--- src/rtl/i2c_pkg.sv ---
`timescale 1ns/1ps
`default_nettype none
// +--------------------------------------------------------------------------+
// | Module   : i2c_pkg                                                       |
// | Brief    : Opcodes and FSM states shared by the byte master & sequencer  |
// | Revision : 1.0                                                           |
// +--------------------------------------------------------------------------+
package i2c_pkg;

   localparam logic [2:0] c_op_start     = 3'd1;
   localparam logic [2:0] c_op_stop      = 3'd2;
   localparam logic [2:0] c_op_write     = 3'd3;
   localparam logic [2:0] c_op_read_ack  = 3'd4;
   localparam logic [2:0] c_op_read_nack = 3'd5;

   typedef enum logic [2:0] {
      ST_IDLE  = 3'd0,
      ST_START = 3'd1,
      ST_STOP  = 3'd2,
      ST_WRITE = 3'd3,
      ST_READ  = 3'd4,
      ST_DONE  = 3'd5
   } i2c_state_e;

   function automatic logic op_legal(input logic [2:0] op);
      return (op >= c_op_start) && (op <= c_op_read_nack);
   endfunction

endpackage
`default_nettype wire

--- src/rtl/i2c_qtr_tick.sv ---
`timescale 1ns/1ps
`default_nettype none
// +--------------------------------------------------------------------------+
// | Module   : i2c_qtr_tick                                                  |
// | Brief    : Quarter-bit divider; held at zero whenever run is low         |
// | Revision : 1.0                                                           |
// +--------------------------------------------------------------------------+
module i2c_qtr_tick #(
   parameter int CLK_DIV = 30
) (
   input  logic clk,
   input  logic nReset,
   input  logic run,
   output logic tick
);

   localparam int c_cw = $clog2(CLK_DIV);

   logic [c_cw-1:0] cnt_q, cnt_d;

   assign tick = run && (cnt_q == c_cw'(CLK_DIV - 1));

   always_comb begin
      cnt_d = cnt_q + 1'b1;
      if (!run || tick) begin
         cnt_d = '0;
      end
   end

   always_ff @(posedge clk) begin
      if (!nReset) begin
         cnt_q <= '0;
      end else begin
         cnt_q <= cnt_d;
      end
   end

endmodule
`default_nettype wire

--- src/rtl/i2c_byte_master.sv ---
`timescale 1ns/1ps
`default_nettype none
// +--------------------------------------------------------------------------+
// | Module   : i2c_byte_master                                               |
// | Brief    : Command-driven I2C master: START/STOP/WRITE/READ one byte.    |
// |            Define I2C_CLK_STRETCH_EN to honour slave clock stretching.   |
// | Revision : 1.0                                                           |
// +--------------------------------------------------------------------------+
module i2c_byte_master #(
   parameter int CLK_DIV = 30
) (
   input  logic       clk,
   input  logic       nReset,
   input  logic       cmd_valid,
   input  logic [2:0] cmd,
   input  logic [7:0] wdata,
   output logic       cmd_ready,
   output logic       rsp_valid,
   output logic [7:0] rdata,
   output logic       ack_rx,
   output logic       err,
   output logic       scl_oe,
   output logic       sda_oe,
   input  logic       scl_in,
   input  logic       sda_in
);
   import i2c_pkg::*;

   i2c_state_e state_q, state_d;
   logic [1:0] qtr_q, qtr_d;
   logic [3:0] bit_q, bit_d;
   logic [2:0] op_q, op_d;
   logic [7:0] shreg_q, shreg_d;
   logic [7:0] rdata_q, rdata_d;
   logic       ninth_q, ninth_d;
   logic       ack_q, ack_d;
   logic       err_q, err_d;
   logic       scl_oe_q, scl_oe_d;
   logic       sda_oe_q, sda_oe_d;
   logic       w_busy, w_data, w_last, w_run, w_tick;

   assign w_busy = (state_q != ST_IDLE) && (state_q != ST_DONE);
   assign w_data = (state_q == ST_WRITE) || (state_q == ST_READ);
   assign w_last = !w_data || (bit_q == 4'd8);

`ifdef I2C_CLK_STRETCH_EN
   // Holding the divider in reset while SCL is low restarts the Q1 count once SCL rises
   assign w_run = w_busy && !((qtr_q == 2'd1) && !scl_in);
`else
   logic w_unused_scl;
   assign w_unused_scl = scl_in;
   assign w_run        = w_busy;
`endif

   i2c_qtr_tick #(
      .CLK_DIV (CLK_DIV)
   ) u_qtr_tick (
      .clk    (clk),
      .nReset (nReset),
      .run    (w_run),
      .tick   (w_tick)
   );

   always_ff @(posedge clk) begin
      if (!nReset) begin
         state_q  <= ST_IDLE;
         qtr_q    <= 2'd0;
         bit_q    <= 4'd0;
         op_q     <= 3'd0;
         shreg_q  <= 8'd0;
         rdata_q  <= 8'd0;
         ninth_q  <= 1'b0;
         ack_q    <= 1'b0;
         err_q    <= 1'b0;
         scl_oe_q <= 1'b0;
         sda_oe_q <= 1'b0;
      end else begin
         state_q  <= state_d;
         qtr_q    <= qtr_d;
         bit_q    <= bit_d;
         op_q     <= op_d;
         shreg_q  <= shreg_d;
         rdata_q  <= rdata_d;
         ninth_q  <= ninth_d;
         ack_q    <= ack_d;
         err_q    <= err_d;
         scl_oe_q <= scl_oe_d;
         sda_oe_q <= sda_oe_d;
      end
   end

   always_comb begin
      state_d = state_q;
      qtr_d   = qtr_q;
      bit_d   = bit_q;
      case (state_q)
         ST_IDLE: begin
            if (cmd_valid) begin
               qtr_d = 2'd0;
               bit_d = 4'd0;
               case (cmd)
                  c_op_start:                    state_d = ST_START;
                  c_op_stop:                     state_d = ST_STOP;
                  c_op_write:                    state_d = ST_WRITE;
                  c_op_read_ack, c_op_read_nack: state_d = ST_READ;
                  default:                       state_d = ST_DONE;
               endcase
            end
         end
         ST_DONE: state_d = ST_IDLE;
         default: begin
            if (w_tick) begin
               qtr_d = qtr_q + 2'd1;
               if (qtr_q == 2'd3) begin
                  bit_d = bit_q + 4'd1;
                  if (w_last) begin
                     state_d = ST_DONE;
                  end
               end
            end
         end
      endcase
   end

   // Line actions are applied on the tick that enters each quarter
   always_comb begin
      op_d     = op_q;
      shreg_d  = shreg_q;
      rdata_d  = rdata_q;
      ninth_d  = ninth_q;
      ack_d    = ack_q;
      err_d    = err_q;
      scl_oe_d = scl_oe_q;
      sda_oe_d = sda_oe_q;
      if (state_q == ST_IDLE) begin
         if (cmd_valid) begin
            op_d    = cmd;
            shreg_d = wdata;
            err_d   = !op_legal(cmd);
            case (cmd)
               c_op_start:                    sda_oe_d = 1'b0;
               c_op_stop:                     sda_oe_d = 1'b1;
               c_op_write:                    sda_oe_d = ~wdata[7];
               c_op_read_ack, c_op_read_nack: sda_oe_d = 1'b0;
               default:                       sda_oe_d = sda_oe_q;
            endcase
         end
      end else if (w_busy && w_tick) begin
         case (qtr_q)
            2'd0: scl_oe_d = 1'b0;
            2'd1: begin
               if (state_q == ST_START) begin
                  sda_oe_d = 1'b1;
               end else if (state_q == ST_STOP) begin
                  sda_oe_d = 1'b0;
               end
            end
            2'd2: begin
               if (state_q != ST_STOP) begin
                  scl_oe_d = 1'b1;
               end
               if (w_data) begin
                  if (bit_q == 4'd8) begin
                     ninth_d = sda_in;
                  end else begin
                     shreg_d = {shreg_q[6:0], sda_in};
                  end
               end
            end
            default: begin
               if (w_data) begin
                  if (bit_q == 4'd8) begin
                     if (state_q == ST_WRITE) begin
                        ack_d = ~ninth_q;
                     end else begin
                        rdata_d = shreg_q;
                     end
                  end else if (bit_q == 4'd7) begin
                     sda_oe_d = (state_q == ST_READ) && (op_q == c_op_read_ack);
                  end else begin
                     sda_oe_d = (state_q == ST_WRITE) && ~shreg_q[7];
                  end
               end
            end
         endcase
      end
   end

   assign cmd_ready = (state_q == ST_IDLE);
   assign rsp_valid = (state_q == ST_DONE);
   assign err       = err_q && rsp_valid;
   assign rdata     = rdata_q;
   assign ack_rx    = ack_q;
   assign scl_oe    = scl_oe_q;
   assign sda_oe    = sda_oe_q;

endmodule
`default_nettype wire

--- config.mk ---
export PLATFORM = sky130hd
export DESIGN_NAME = i2c_byte_master
export DESIGN_NICKNAME = d
export VERILOG_FILES = /design/src/rtl/i2c_pkg.sv /design/src/rtl/i2c_qtr_tick.sv /design/src/rtl/i2c_byte_master.sv
export SDC_FILE = /design/constraint.sdc
export NUM_CORES = 1
export LEC_CHECK = 0
export CAP_MARGIN = 20
export CORE_MARGIN = 1.5
export CORE_UTILIZATION = 35
export CTS_CLUSTER_SIZE = 14
export DETAILED_ROUTE_END_ITERATION = 7
export MAX_ROUTING_LAYER = met4
export PLACE_DENSITY = 0.52
export SYNTH_ARGS = -nofsm -noshare
export SYNTH_HDL_FRONTEND = slang
export SYNTH_SLANG_ARGS = --single-unit
--- constraint.sdc ---
create_clock -name clk -period 2.2 [get_ports clk]
set_clock_uncertainty 0.15 [all_clocks]
set_input_delay 0.44 -clock clk [delete_from_list [all_inputs] [get_ports clk]]
set_output_delay 0.44 -clock clk [all_outputs]
set_load 0.1 [all_outputs]
== Word level (Yosys, flattened, before mapping) ==
Cells that the tools add are included.

* Bitwise logic cells: 8
* Reductions and logical operators: 41
* Mux-type cells: 31
* $lt $le $gt $ge: 2
* Equality and inequality tests: 26
* $add $sub $neg: 3

{| class="wikitable"
|+ Operators with widths
! operator !! count
|-
| $mux 8 || 6
|-
| $eq 3x3->1 const B || 5
|-
| $reduce_bool 3->1 || 5
|-
| $eq 3x2->1 const B || 4
|-
| $mux 3 || 4
|-
| $mux 4 || 3
|-
| $pmux 3 s4 || 1
|-
| $reduce_and 4->1 || 3
|-
| $reduce_and 6->1 || 2
|-
| $reduce_bool 2->1 || 6
|-
| $reduce_and 5->1 || 2
|-
| $mux 1 || 9
|-
| $not 1->1 || 8
|-
| $pmux 4 s2 || 1
|-
| $logic_and 1x1->1 || 7
|-
| $reduce_and 7->1 || 1
|-
| $eq 3x1->1 const B || 2
|-
| $ne 2x2->1 const B || 3
|-
| $ne 3x2->1 const B || 2
|-
| $pmux 3 s2 || 1
|-
| $reduce_or 2->1 || 3
|-
| $reduce_or 3->1 || 2
|-
| $add 5x1->5 const B || 1
|-
| $eq 5x5->1 const B || 1
|-
| 22 further kinds || 29
|}

* Register bits after elaboration: 38
* Output and inout bits: 14
* Bits of input ports: 16
* Word-level logic and storage cells: 123

== Depth between registers and ports, before layout ==
* Depth after elaboration: 8
* Depth in mapped cells: 9
* Depth with buffers taken out: 7

== By module ==
A second synthesis with hierarchy kept.

* Cell total of the unflattened synthesis: 227
* Area total of the unflattened synthesis: 1961.9 µm²

{| class="wikitable"
|+ By module, submodules not included
! module !! cells an instance !! area each (µm²) !! sequential area each (µm²) !! times used
|-
| i2c_byte_master || 205 || 1754.2 || 660.6 || 1
|-
| i2c_qtr_tick || 22 || 207.7 || 100.1 || 1
|}

== Worst setup path before layout ==
OpenSTA, ideal clock, no wires.

* Path type: register -> output
* Start point: register state_q[1]
* End point: output port err
* Path buffers: 2
* Arrival time: 2.728 ns
* Setup slack: -1.118 ns
* Cell stages (with the launch flop): 4
* Data required time: 1.610 ns
* Cell sequence: dfxtp_1 buf_4 clkbuf_1 nor3_1

* Word-level cells in the longest chain between the ends: 2

{| class="wikitable"
|+ RTL lines
! element !! line !! RTL
|-
| from (decl) || i2c_byte_master.sv:29 || <nowiki>i2c_state_e state_q, state_d;</nowiki>
|-
| from (signal assigned) || i2c_byte_master.sv:78 || <nowiki>state_q <= state_d;</nowiki>
|-
| $eq 3x3->1 || i2c_byte_master.sv:190 || <nowiki>assign rsp_valid = (state_q == ST_DONE);</nowiki>
|-
| $logic_and 1x1->1 || i2c_byte_master.sv:191 || <nowiki>assign err = err_q && rsp_valid;</nowiki>
|-
| to (decl) || i2c_byte_master.sv:21 || <nowiki>output logic err,</nowiki>
|}

No other way between the ends.

== Worst setup path in the final report ==
* Start point: register state_q[2]
* End point: output port cmd_ready

* Word-level cells in the longest chain between the ends: 1

{| class="wikitable"
|+ RTL lines
! element !! line !! RTL
|-
| $logic_not 3->1 || i2c_byte_master.sv:189 || <nowiki>assign cmd_ready = (state_q == ST_IDLE);</nowiki>
|-
| to (decl) || i2c_byte_master.sv:17 || <nowiki>output logic cmd_ready,</nowiki>
|}

No other way between the ends.

==> impl_metrics.env <==
export IMPL_wire_length_of_the_first_global_routing_pass_um=7350
export IMPL_netlist_instances=231
export IMPL_power_share_combinational_pct=45.4
export IMPL_numPortBuffers=28
export IMPL_hp_start="sda_oe"
export IMPL_cell_internal_pwr_w=0.00151
export IMPL_status="finished clean"
export IMPL_period_needed_ns=2.13
export IMPL_power_switching_share_pct=40.8
export IMPL_stdcell_area_um2=2500
export IMPL_routedWlPerCell_um=12.8
export IMPL_mappedNetlistNets=256
export IMPL_mean_area_per_synthesized_cell_um2=8.60
export IMPL_setup_worst_path_start_class="register"
export IMPL_cts_num_sinks=38
export IMPL_max_clock_freq_ghz=0.469
export IMPL_depth_of_the_worst_register_to_register_path=7
export IMPL_number_of_primary_i_o_pins=30
export IMPL_drt_iter0_drc=71
export IMPL_vias=1659
export IMPL_route_antenna_remaining_nets=0
export IMPL_post_synth_edffs=0
export IMPL_numCtsBuffers=5
export IMPL_p_seq_share_pct=35.0
export IMPL_syn2layout_area_growth_pct=26.0
export IMPL_power_share_clock_pct=19.6
export IMPL_insertion_delay_ns=0.29
export IMPL_cp_arrival_ns=1.54
export IMPL_effective_utilization_at_floorplan_pct=36.1
export IMPL_drv_max_cap_violation_count=0
export IMPL_die_width_um=78.3
export IMPL_min_path_cells=2
export IMPL_grt_setup_unrepaired="no"
export IMPL_dieArea_um2=6140
export IMPL_cts_tree="built"
export IMPL_multiInputGateArea_um2=1120
export IMPL_holdCritPathClass="reg2reg"
export IMPL_finalWirelength_um=4360
export IMPL_cp_startpoint="state_q[2]"
export IMPL_cts_max_path_buffers=2
export IMPL_insertedDiodeCount=0
export IMPL_finalWeightedCongestion=0.775
export IMPL_place_detailed_hpwl_um=3210
export IMPL_yosys_register_bits=38
export IMPL_final_core_utilization_pct=45.5
export IMPL_timing_critical_path_fanout_max=11
export IMPL_worst_ep_required_time_ns=1.61
export IMPL_clkSlewWorstSetupHoldPaths_ns=0.08
export IMPL_reg2reg_from="u_qtr_tick.cnt_q[0]"
export IMPL_cts_root_buf="sky130_fd_sc_hd__clkbuf_8"
export IMPL_number_of_cells_in_the_design_after_placement=331
export IMPL_hold_path_endpoint="sda_oe"
export IMPL_synthDistinctLibCells=43
export IMPL_worstMarginPinSlew_ns=0.415
export IMPL_fin_crit_share_pct=96.9
export IMPL_critPathKind="reg2out"
export IMPL_worstReg2RegEnd="shreg_q[2]"
export IMPL_core_um2=5510
export IMPL_postSynth_topFlopCell="sky130_fd_sc_hd__dfxtp_1"
export IMPL_sequential_to_total_area_share_from_yosys_stat_pct=38.3
export IMPL_power_static_leakage_nw=1.06
export IMPL_htree_levels=2
export IMPL_average_via_count_per_standard_cell=4.89
export IMPL_worst_r2r_setup_slack_ns=0.22
export IMPL_ff_latch_area_um2=762
export IMPL_std_cell_rows=27
export IMPL_grt_start_max_net_pins=18
export IMPL_placedInstanceArea_um2=2410
export IMPL_final_hold_violation_count=0
export IMPL_drive_above_1_share_pct=18.7
export IMPL_worst_setup_path_end_kind="primary output"
export IMPL_die_height_um=78.3
export IMPL_antenna_violations_before_repair=0
export IMPL_pwr_dens_nw_per_um2=1020
export IMPL_ys_async_sr_fraction_pct=0
export IMPL_via_count_of_the_first_global_routing_pass=1504
export IMPL_fillers=554
export IMPL_stdcell_count=339
export IMPL_dr_pass1_iters=4
export IMPL_grt_total_usage_pct=15.9
export IMPL_drv_slew=0
export IMPL_fin_nets=291
export IMPL_syn_area_um2=1990
export IMPL_drc_errors=0
export IMPL_setup_failing_eps_final=0
export IMPL_total_power_w=0.00256
export IMPL_grt_overflow=0
export IMPL_net_switching_power_w=0.00104
export IMPL_maxSlewHeadroom_pct=72.3
export IMPL_worst_ir_drop_vdd_v=0.000428
export IMPL_yosysWarningCount=0
[flip-flops by register name (all words and copies together), names as in the netlist]
| name | cells |
|---|---|
| scl_oe | 1 |
| ack_rx | 1 |
| qtr_q | 2 |
| err_q | 1 |
| bit_q | 4 |
| op_q | 3 |
| rdata | 8 |
| ninth_q | 1 |
| sda_oe | 1 |
| u_qtr_tick.cnt_q | 5 |
| state_q | 3 |
| shreg_q | 8 |
[logic make-up (layout without fill, tap and decap cells)]
family | count (synthesis) | count (layout) | synth area share, %
mux | 15 | 15 | 7.56
flops | 38 | 38 | 38.3
xor+xnor | 6 | 6 | 2.65
fa+ha+maj | 10 | 10 | 6.17
compound gates | 29 | 29 | 13.2
buf+inv | 24 | 60 | 5.98
simple gates | 109 | 109 | 26.1
[timing repair]
| action | 4_1_cts | 5_1_grt |
|---|---|---|
| endpoints found under the setup margin | 1 | 1 |
| buffers inserted | 0 | 0 |
| hold buffers | 0 | 0 |
| gates resized for setup | 1 | 1 |
| cloned | 0 | 0 |
[Yosys cell counts, types with 2 or more instances]
cell type | number | area share (%)
sky130_fd_sc_hd__buf_6 | 2 | 1.1
sky130_fd_sc_hd__xor2_1 | 3 | 1.3
sky130_fd_sc_hd__nor4_1 | 3 | 0.94
sky130_fd_sc_hd__nand3b_1 | 2 | 0.76
sky130_fd_sc_hd__o31ai_4 | 2 | 2.1
sky130_fd_sc_hd__nor2b_1 | 3 | 0.94
sky130_fd_sc_hd__nor2_2 | 2 | 0.63
sky130_fd_sc_hd__ha_1 | 9 | 5.7
sky130_fd_sc_hd__nand2_1 | 28 | 5.3
sky130_fd_sc_hd__inv_1 | 11 | 2.1
sky130_fd_sc_hd__a311oi_1 | 6 | 2.6
sky130_fd_sc_hd__nand3_1 | 11 | 2.8
sky130_fd_sc_hd__buf_4 | 3 | 1.1
sky130_fd_sc_hd__a211oi_1 | 3 | 1.1
sky130_fd_sc_hd__nor2_1 | 39 | 7.4
sky130_fd_sc_hd__clkbuf_1 | 6 | 1.1
sky130_fd_sc_hd__mux2i_1 | 15 | 7.6
sky130_fd_sc_hd__a311oi_2 | 2 | 1.5
sky130_fd_sc_hd__a21oi_1 | 7 | 1.8
sky130_fd_sc_hd__dfxtp_1 | 38 | 38
sky130_fd_sc_hd__o221a_2 | 3 | 1.7
sky130_fd_sc_hd__nor3_1 | 7 | 1.8
sky130_fd_sc_hd__xnor2_1 | 3 | 1.3
sky130_fd_sc_hd__nand4_1 | 4 | 1.3
[cells in the final DEF (no fill, tap or decap), types with 2 or more instances in the layout]
cell type                         instances
sky130_fd_sc_hd__nor2_1                  38
sky130_fd_sc_hd__dfxtp_1                 37
sky130_fd_sc_hd__nand2_1                 28
sky130_fd_sc_hd__buf_4                   21
sky130_fd_sc_hd__mux2i_1                 15
sky130_fd_sc_hd__clkdlybuf4s50_1         14
sky130_fd_sc_hd__inv_1                   11
sky130_fd_sc_hd__nand3_1                 11
sky130_fd_sc_hd__ha_1                     9
sky130_fd_sc_hd__a21oi_1                  7
sky130_fd_sc_hd__nor3_1                   6
sky130_fd_sc_hd__a311oi_1                 6
sky130_fd_sc_hd__clkbuf_8                 6
sky130_fd_sc_hd__buf_12                   5
sky130_fd_sc_hd__nand4_1                  4
sky130_fd_sc_hd__nor2_2                   3
sky130_fd_sc_hd__nor2b_1                  3
sky130_fd_sc_hd__o221a_2                  3
sky130_fd_sc_hd__xor2_1                   3
sky130_fd_sc_hd__xnor2_1                  3
sky130_fd_sc_hd__a211oi_1                 3
sky130_fd_sc_hd__nor4_1                   3
sky130_fd_sc_hd__clkinv_2                 2
sky130_fd_sc_hd__nand3b_1                 2
sky130_fd_sc_hd__o31ai_4                  2
sky130_fd_sc_hd__a311oi_2                 2
[metrics by stage]
step | setup WS (ns) | TNS (ns) | hold slack, ns
floorplan | -0.260 | -0.260 | 0.283
global placement | 0.156 | 0 | 0.300
finish | 0.0690 | 0 | 0.314
CTS | 0.0560 | 0 | 0.318
global route | 0.0117 | 0 | 0.360
detailed placement | 0.167 | 0 | 0.308
[worst max path at each step]
stage	end	slack, ns	cells after the start
6_report	cmd_ready	0.07	4
5_1_grt	cmd_ready	0.01	4
4_1_cts	cmd_ready	0.06	4
3_5_place_dp	shreg_q[4]	0.17	7
3_3_place_gp	sda_oe	0.16	5
2_1_floorplan	err	-0.26	3
[routing by layer]
metal	wire length [um]	global-route usage (%)
met4	69	5.36
met3	158	3.95
met5	0	-
met1	2270	22.0
met2	1860	22.6
[power by group through the flow]
stage               logic [W]  registers (W)  clock network [W]
floorplan            0.000845       0.000882                  0
global placement      0.00116       0.000913                  0
detailed placement    0.00117       0.000909                  0
CTS                   0.00117       0.000897           0.000521
global route          0.00127       0.000916           0.000552
finish                0.00116       0.000894           0.000502
[worst max-delay path: stages, from the launching register on]
cell	delay [ns]
sky130_fd_sc_hd__dfxtp_2	0.38
sky130_fd_sc_hd__or3_4	0.40
sky130_fd_sc_hd__clkinv_2	0.07
sky130_fd_sc_hd__buf_4	0.20
sky130_fd_sc_hd__buf_12	0.19
[area by class of cell]
cell class / count / area share (%)
multi-input cells: 169 / 44.6
flip-flops and latches: 38 / 30.4
repair buffers: 40 / 15.9
well taps: 72 / 3.60
clock buffers: 7 / 3.45
inverters: 12 / 1.85
clock inverters: 1 / 0.200
Note: power is estimated with default switching activity, not from simulation.
